## config.mk

```make
export PLATFORM = sky130hd
export DESIGN_NAME = dc_fu_line_fetch_ctrl
export DESIGN_NICKNAME = d
export VERILOG_FILES = /design/src/rtl/dc_fu_line_fetch_ctrl.sv
export SDC_FILE = /design/constraint.sdc
export NUM_CORES = 1
export LEC_CHECK = 0
export CORE_UTILIZATION = 29
export CTS_CLUSTER_DIAMETER = 50
export DETAILED_ROUTE_END_ITERATION = 6
export PLACE_DENSITY_LB_ADDON = 0.2
export SLEW_MARGIN = 0
export SYNTH_ARGS = -nofsm -noshare
export SYNTH_HDL_FRONTEND = slang
export SYNTH_SLANG_ARGS = --single-unit
```

## constraint.sdc

```tcl
create_clock -name clk -period 17.9 [get_ports clk]
set_input_delay 5.37 -clock clk [delete_from_list [all_inputs] [get_ports clk]]
set_output_delay 5.37 -clock clk [all_outputs]
set_load 0.03 [all_outputs]
```

## src/rtl/dc_fu_line_fetch_ctrl.sv

```systemverilog
// Fetch-unit line front end: turns one texture-line request into AXI4 INCR AR bursts and tracks R-last returns.
// Optional macro DC_FU_LINE_FETCH_4K_SPLIT_EN additionally clips each burst at the next 4 KiB boundary.
module dc_fu_line_fetch_ctrl #(
    parameter int LINE_NUMBER_WIDTH     = 11,
    parameter int AXI_ARADDR_WIDTH      = 32,
    parameter int PIXELS_PER_LINE_WIDTH = 11,
    parameter int AXI_DATA_BYTES        = 8,
    parameter int BYTES_PER_PIXEL       = 4,
    parameter int MAX_BURST_LEN         = 16,
    parameter int MAX_OUTSTANDING       = 4
) (
    input  logic                             clk,
    input  logic                             rst,
    input  logic                             en,
    input  logic [LINE_NUMBER_WIDTH-1:0]     line_number,
    input  logic                             line_data_valid,
    output logic                             line_data_ready,
    input  logic [AXI_ARADDR_WIDTH-1:0]      frame_addr,
    input  logic [PIXELS_PER_LINE_WIDTH-1:0] pixels_per_line,
    output logic [AXI_ARADDR_WIDTH-1:0]      m_axi_araddr,
    output logic [7:0]                       m_axi_arlen,
    output logic [2:0]                       m_axi_arsize,
    output logic [1:0]                       m_axi_arburst,
    output logic                             m_axi_arvalid,
    input  logic                             m_axi_arready,
    input  logic                             m_axi_rvalid,
    input  logic                             m_axi_rready,
    input  logic                             m_axi_rlast,
    output logic                             line_busy,
    output logic                             line_done
);
    localparam int AW = AXI_ARADDR_WIDTH;
    localparam int LB = $clog2(AXI_DATA_BYTES);
    localparam int RW = PIXELS_PER_LINE_WIDTH + $clog2(BYTES_PER_PIXEL) + 1;
    localparam int BW = RW + LB;
    localparam int OW = $clog2(MAX_OUTSTANDING + 1);

    typedef enum logic [1:0] {S_IDLE, S_CALC, S_ISSUE, S_DRAIN} state_e;

    state_e                           state_q, state_d;
    logic [LINE_NUMBER_WIDTH-1:0]     line_q, line_d;
    logic [AW-1:0]                    frame_q, frame_d;
    logic [PIXELS_PER_LINE_WIDTH-1:0] ppl_q, ppl_d;
    logic [AW-1:0]                    addr_q, addr_d;
    logic [RW-1:0]                    rem_q, rem_d;
    logic [OW-1:0]                    outst_q, outst_d;
    logic                             arvalid_q, arvalid_d;
    logic [7:0]                       arlen_q, arlen_d;

    logic          ar_fire, r_fire;
    logic [BW-1:0] bytes_w;
    logic [RW-1:0] stride_w;
    logic [31:0]   burst_w;
`ifdef DC_FU_LINE_FETCH_4K_SPLIT_EN
    logic [31:0]   to4k_w;
`endif

    assign ar_fire  = arvalid_q & m_axi_arready;
    assign r_fire   = m_axi_rvalid & m_axi_rready & m_axi_rlast;
    assign bytes_w  = BW'(ppl_q) * BW'(BYTES_PER_PIXEL) + BW'(AXI_DATA_BYTES - 1);
    assign stride_w = RW'(bytes_w >> LB);

    always_ff @(posedge clk or posedge rst) begin
        if (rst) state_q <= S_IDLE;
        else     state_q <= state_d;
    end

    always_comb begin
        state_d = state_q;
        if (en) begin
            case (state_q)
                S_IDLE:  if (line_data_valid) state_d = S_CALC;
                S_CALC:  state_d = (stride_w == '0) ? S_DRAIN : S_ISSUE;
                S_ISSUE: if (rem_d == '0) state_d = S_DRAIN;
                S_DRAIN: if (outst_q == '0) state_d = S_IDLE;
                default: state_d = S_IDLE;
            endcase
        end
    end

    always_comb begin
        line_data_ready = (state_q == S_IDLE) && !rst;
        line_busy       = (state_q != S_IDLE);
        line_done       = (state_q == S_DRAIN) && (outst_q == '0) && en;
    end

    always_comb begin
        line_d    = line_q;
        frame_d   = frame_q;
        ppl_d     = ppl_q;
        addr_d    = addr_q;
        rem_d     = rem_q;
        outst_d   = outst_q;
        arvalid_d = arvalid_q & ~m_axi_arready;
        arlen_d   = arlen_q;
        burst_w   = '0;

        if (state_q == S_IDLE && line_data_valid && en) begin
            line_d  = line_number;
            frame_d = frame_addr;
            ppl_d   = pixels_per_line;
        end
        if (state_q == S_CALC && en) begin
            addr_d = (frame_q & ~AW'(AXI_DATA_BYTES - 1))
                   + ((AW'(line_q) * AW'(stride_w)) << LB);
            rem_d  = stride_w;
        end
        // AR/R bookkeeping runs regardless of en so in-flight handshakes are never lost
        if (ar_fire) begin
            addr_d = addr_q + ((AW'(arlen_q) + AW'(1)) << LB);
            rem_d  = rem_q - (RW'(arlen_q) + RW'(1));
        end
        if (ar_fire && !r_fire)
            outst_d = outst_q + OW'(1);
        else if (!ar_fire && r_fire && outst_q != '0)
            outst_d = outst_q - OW'(1);

        burst_w = (32'(rem_d) < 32'(MAX_BURST_LEN)) ? 32'(rem_d) : 32'(MAX_BURST_LEN);
`ifdef DC_FU_LINE_FETCH_4K_SPLIT_EN
        to4k_w = (32'd4096 - {20'd0, addr_d[11:0]}) >> LB;
        if (to4k_w < burst_w) burst_w = to4k_w;
`endif
        // Burst parameters are registered together with arvalid and frozen until arready
        if (!arvalid_d && en && state_q == S_ISSUE && rem_d != '0
            && outst_d < OW'(MAX_OUTSTANDING)) begin
            arvalid_d = 1'b1;
            arlen_d   = 8'(burst_w - 32'd1);
        end
    end

    always_ff @(posedge clk or posedge rst) begin
        if (rst) begin
            line_q    <= '0;
            frame_q   <= '0;
            ppl_q     <= '0;
            addr_q    <= '0;
            rem_q     <= '0;
            outst_q   <= '0;
            arvalid_q <= 1'b0;
            arlen_q   <= '0;
        end else begin
            line_q    <= line_d;
            frame_q   <= frame_d;
            ppl_q     <= ppl_d;
            addr_q    <= addr_d;
            rem_q     <= rem_d;
            outst_q   <= outst_d;
            arvalid_q <= arvalid_d;
            arlen_q   <= arlen_d;
        end
    end

    assign m_axi_araddr  = addr_q;
    assign m_axi_arlen   = arlen_q;
    assign m_axi_arvalid = arvalid_q;
    assign m_axi_arsize  = 3'(LB);
    assign m_axi_arburst = 2'b01;
endmodule

```

# Word level (Yosys, flattened, before mapping)
# Index checks and enable logic that the tools add are counted.
dict set report totals {
  reg_bits 114
  in_bits 62
  word_cells 71
}
dict set report op_classes {
  addsub 9
  mul 1
  magnitude_cmp 2
  eq_ne 6
  mux 13
  n_bitwise 5
  n_reduce_logical 26
}
# cell count
set op_table {}
lappend op_table {{2-to-1 mux 32 bit} 2}
lappend op_table {{adder 32 x 12 -> 32 bit} 1}
lappend op_table {{adder 32 x 25 -> 32 bit} 1}
lappend op_table {{zero test 14 bit} 2}
lappend op_table {{2-to-1 mux 14 bit} 2}
lappend op_table {{multiplier 11 x 11 -> 22 bit} 1}
lappend op_table {{adder 8 x 1 -> 9 bit, second input constant} 2}
lappend op_table {{adder 13 x 3 -> 14 bit, second input constant} 1}
lappend op_table {{less-than comparator 14 x 5 -> 1 bit, second input constant} 1}
lappend op_table {{nonzero test 14 bit} 1}
lappend op_table {{subtractor 14 x 9 -> 14 bit} 1}
lappend op_table {{logical AND 1 bit} 13}
lappend op_table {{2-to-1 mux 8 bit} 1}
lappend op_table {{one-hot mux 2 bit (4 select lines)} 1}
lappend op_table {{subtractor 8 x 1 -> 8 bit, second input constant} 1}
lappend op_table {{2-to-1 mux 2 bit} 3}
lappend op_table {{2-to-1 mux 3 bit} 2}
lappend op_table {{inequality test 2 bit, second input constant} 3}
lappend op_table {{bitwise AND 1 bit} 4}
lappend op_table {{equality test 2 bit, second input constant} 2}
lappend op_table {{zero test 1 bit} 4}
lappend op_table {{AND reduction 4 bit} 1}
lappend op_table {{nonzero test 2 bit} 2}
lappend op_table {{adder 3 x 1 -> 3 bit, second input constant} 1}
lappend op_table {{other kinds (8)} 9}

# Logic depth before layout (Yosys ltp)
dict set report logic_depth {
  depth_word 9
  depth_mapped 35
  depth_no_buf 34
}

# Least setup slack after synthesis
# No wires, ideal clock.
dict set report synth_path {
  path_type {input-to-output}
  startpoint {in en}
  endpoint {out line_done}
  arrival_ns 5.806
  required_time_ns 12.530
  setup_slack_ns 6.724
  path_stages 2
  path_cell_list {nand2_1 > nor2_1}
}
dict set report synth_between {
  elab_chain_len 1
}
# item line_no
set synth_rtl {}
lappend synth_rtl {{from (decl)} 14} ;# input logic en,
lappend synth_rtl {{logical AND 1 bit} 84} ;# line_done = (state_q == S_DRAIN) && (outst_q == '0) && en;
lappend synth_rtl {{to (decl)} 30} ;# output logic line_done
# No other way between the ends.

# Worst setup path after layout
# Ends and elaborated chain as after synthesis.

==> results.json <==
{
  "avgViaCountPerCell": 4.879,
  "synth-seq-cells": 108,
  "place.gp.congestion": 0.8287,
  "worst_setup_path_end_kind": "output port",
  "fin_crit_sh": 0.6808,
  "critPathKind": "in -> out",
  "r2r-end": "m_axi_araddr[30]",
  "synth_ff_type": "dfrtp_1",
  "cpMostUsedCell": "clkdlybuf4s50_1",
  "ys_warn_count": 0,
  "cts_max_level": 3,
  "die_h_um": 198.7,
  "portBuffers": 99,
  "cp_slowest_cell": "clkdlybuf4s50_1",
  "fin_setup_tns_ps": 0,
  "die_x_um": 198.7,
  "antenna_cells": 0,
  "ant_nets": 0,
  "slowest_delay_ps": 680,
  "tightest_slew_ps": 1339,
  "synth_edf_count": 0,
  "slew-limit-headroom": 0.1046,
  "maxCapViolations": 0,
  "critPathRequiredTime_ps": 12530,
  "grt_max_degree": 59,
  "grt-ovfl-total": 0,
  "vias": 8851,
  "ff2ff_path_depth": 31,
  "dp_cells": 1798,
  "dpl-instance-area_um2": 12770,
  "drive_gt1_frac": 0.08596,
  "num_rows": 71,
  "avgSynthCellArea_um2": 9.199,
  "post_drt_wl_per_cell_um": 16.55,
  "dr.pass1.iters": 4,
  "synth_area_um2": 11220,
  "fin_crit_ps": 12190,
  "area_growth_pct": 16.77,
  "cp_data_arrival_time_ps": 6820,
  "wirelength_mm": 30.03,
  "async_flop_share": 1.000,
  "endpoint": "line_done",
  "drt_iter0_markers": 365,
  "nNetsFinal": 1553,
  "first_global_vias": 8889,
  "cts_buffer_depth": 2,
  "clock-sinks": 108,
  "coreArea_um2": 37840,
  "cts_hold_buf": 0,
  "grt_antenna_before_repair": 0,
  "grt_pass1_wl_mm": 48.52,
  "worstHoldStart": "frame_q[22]",
  "clock_skew_ps": 15.21,
  "regToRegStartpoint": "ppl_q[0]",
  "timing.fmax_ghz": 0.08206,
  "start_util": 0.2966,
  "io_pins": 111,
  "utilization": 0.3463,
  "path_cells": "clkdlybuf4s50_1 -> nand2_1 -> nor2_1 -> clkdlybuf4s50_1",
  "clkTransAtPathRegs_ps": 80,
  "path_max_fanout": 6,
  "rsz0062_at_grt": "false",
  "critPathTopFamily": "buffers and inverters",
  "hpwl_mm": 23.02,
  "yosysSeqAreaShare": 0.2408,
  "final_cells": 1814,
  "cp-start-kind": "primary input",
  "maxSlewViolCount": 0,
  "worstSetupStartpoint": "en",
  "drc": 0,
  "hold_viol_final": 0,
  "holdPathStages": 1,
  "die-area_um2": 39490,
  "critPathBufInv": 2,
  "worst-path-stages": 4,
  "yosysUniqueCellTypes": 84,
  "track_usage": 0.1590,
  "cts.repair.resized": 0,
  "synth.top_cell.area_share": 0.2408,
  "synth_top_area_cell": "dfrtp_1",
  "r2r_slack_ps": 9130,
  "hold_path.class": "reg -> reg",
  "syn_inst": 1220,
  "setup_viol_count_final": 0,
  "cts_tree": "yes",
  "status": "complete, no violations",
  "finalInstanceArea_um2": 13110,
  "insertion_delay_ps": 380,
  "cts-root-buf": "clkbuf_16",
  "postCtsSetupBuffers": 0,
  "cts_buffers": 9,
  "synth_area_leaders": "dfrtp_1 (24%), fa_1 (15%), ha_1 (12%)"
}
## metal layers
metal	routed length [um]	global-route usage
met4	421	0.04245
met3	1072	0.02068
met5	0	0
met1	14080	0.2143
met2	14460	0.2665
## layout by cell type, fill, tap and decap left out, types with 9 or more instances in the layout
master,count
inv_1,137
nand2_1,127
ha_1,110
dfrtp_1,108
clkdlybuf4s50_1,99
fa_1,83
a21oi_1,73
and2_1,68
nor2_1,60
mux2_2,51
xnor2_1,45
o21ai_0,32
nand3_1,23
a21o_1,19
xor2_1,16
nor3_1,15
buf_4,15
a211oi_1,14
nand4_1,13
a31oi_1,13
and3_1,12
mux2i_1,11
clkbuf_16,9
## worst register-to-register path: cells and delay by family, from the launching register on
family / cells / cell delay (ps)
and+or+nand+nor: 5 / 1120
AOI/OAI and AO/OA: 12 / 2470
adders and majority gates: 8 / 3280
buffers and inverters: 4 / 280
DFF: 1 / 410
xor gates and xnor gates: 2 / 1150
## worst min-delay path by stage
stage / end / slack [ps]
4_1_cts: frame_q[11] / 520
6_report: frame_q[22] / 520
3_3_place_gp: frame_q[22] / 500
5_1_grt: frame_q[22] / 540
2_1_floorplan: outst_q[2] / 470
3_5_place_dp: frame_q[11] / 500
## sequential cells by signal, summed over array words and instances, names as in the netlist
name,cells
frame_q,29
m_axi_araddr,29
rem_q,14
line_q,11
ppl_q,11
m_axi_arlen,8
outst_q,3
state_q,2
m_axi_arvalid,1
## cell usage after synthesis (all sizes together), types with 5 or more instances
master and number:
a21oi 74, a311oi 6, mux2i 11, inv 138, mux2 54, a31oi 13
nand2b 7, o21a 6, o211ai 6, nor2b 5, nand3 26, fa 83
a211oi 15, nor2 61, dfrtp 108, ha 110, a21o 19, nor4 7
o21ai 38, clkbuf 38, a41oi 6, buf 15, and2 68, xnor2 46
and3 12, nand4 13, nor3 18, or4 5, and4 5, o21bai 8
xor2 16, nand2 128
## kinds of logic (layout without fill, tap and decap cells)
logic type	count (synthesis)	count (layout)	share of synthesized area
simple gates	370	370	0.1690
compound gates	229	229	0.1391
fa+ha+maj	193	193	0.2707
buf+inv	191	268	0.06700
flops	108	108	0.2408
mux	65	65	0.06433
xor+xnor	62	62	0.04838
other cells	2	8	0.0006691
## cell type report
| class | instances | area [um^2] |
|---|---|---|
| multi-input cells | 927 | 7804 |
| inverters | 138 | 520.5 |
| well taps | 511 | 639.4 |
| repair buffers | 114 | 1104 |
| clock inverters | 5 | 82.58 |
| clock buffers | 11 | 252.7 |
| flip-flops and latches | 108 | 2703 |
| fillers | 3992 | 24740 |
## metrics by stage
stage	hold slack, ps	setup WS, ps
2_1_floorplan	474.3	6724
3_5_place_dp	503.1	5697
3_3_place_gp	500.6	5687
6_report	518.8	5714
5_1_grt	539.8	5624
4_1_cts	524.7	5692
Power is not shown: default switching activity piles up to over one toggle a cycle in this logic, so the estimate is an artifact.
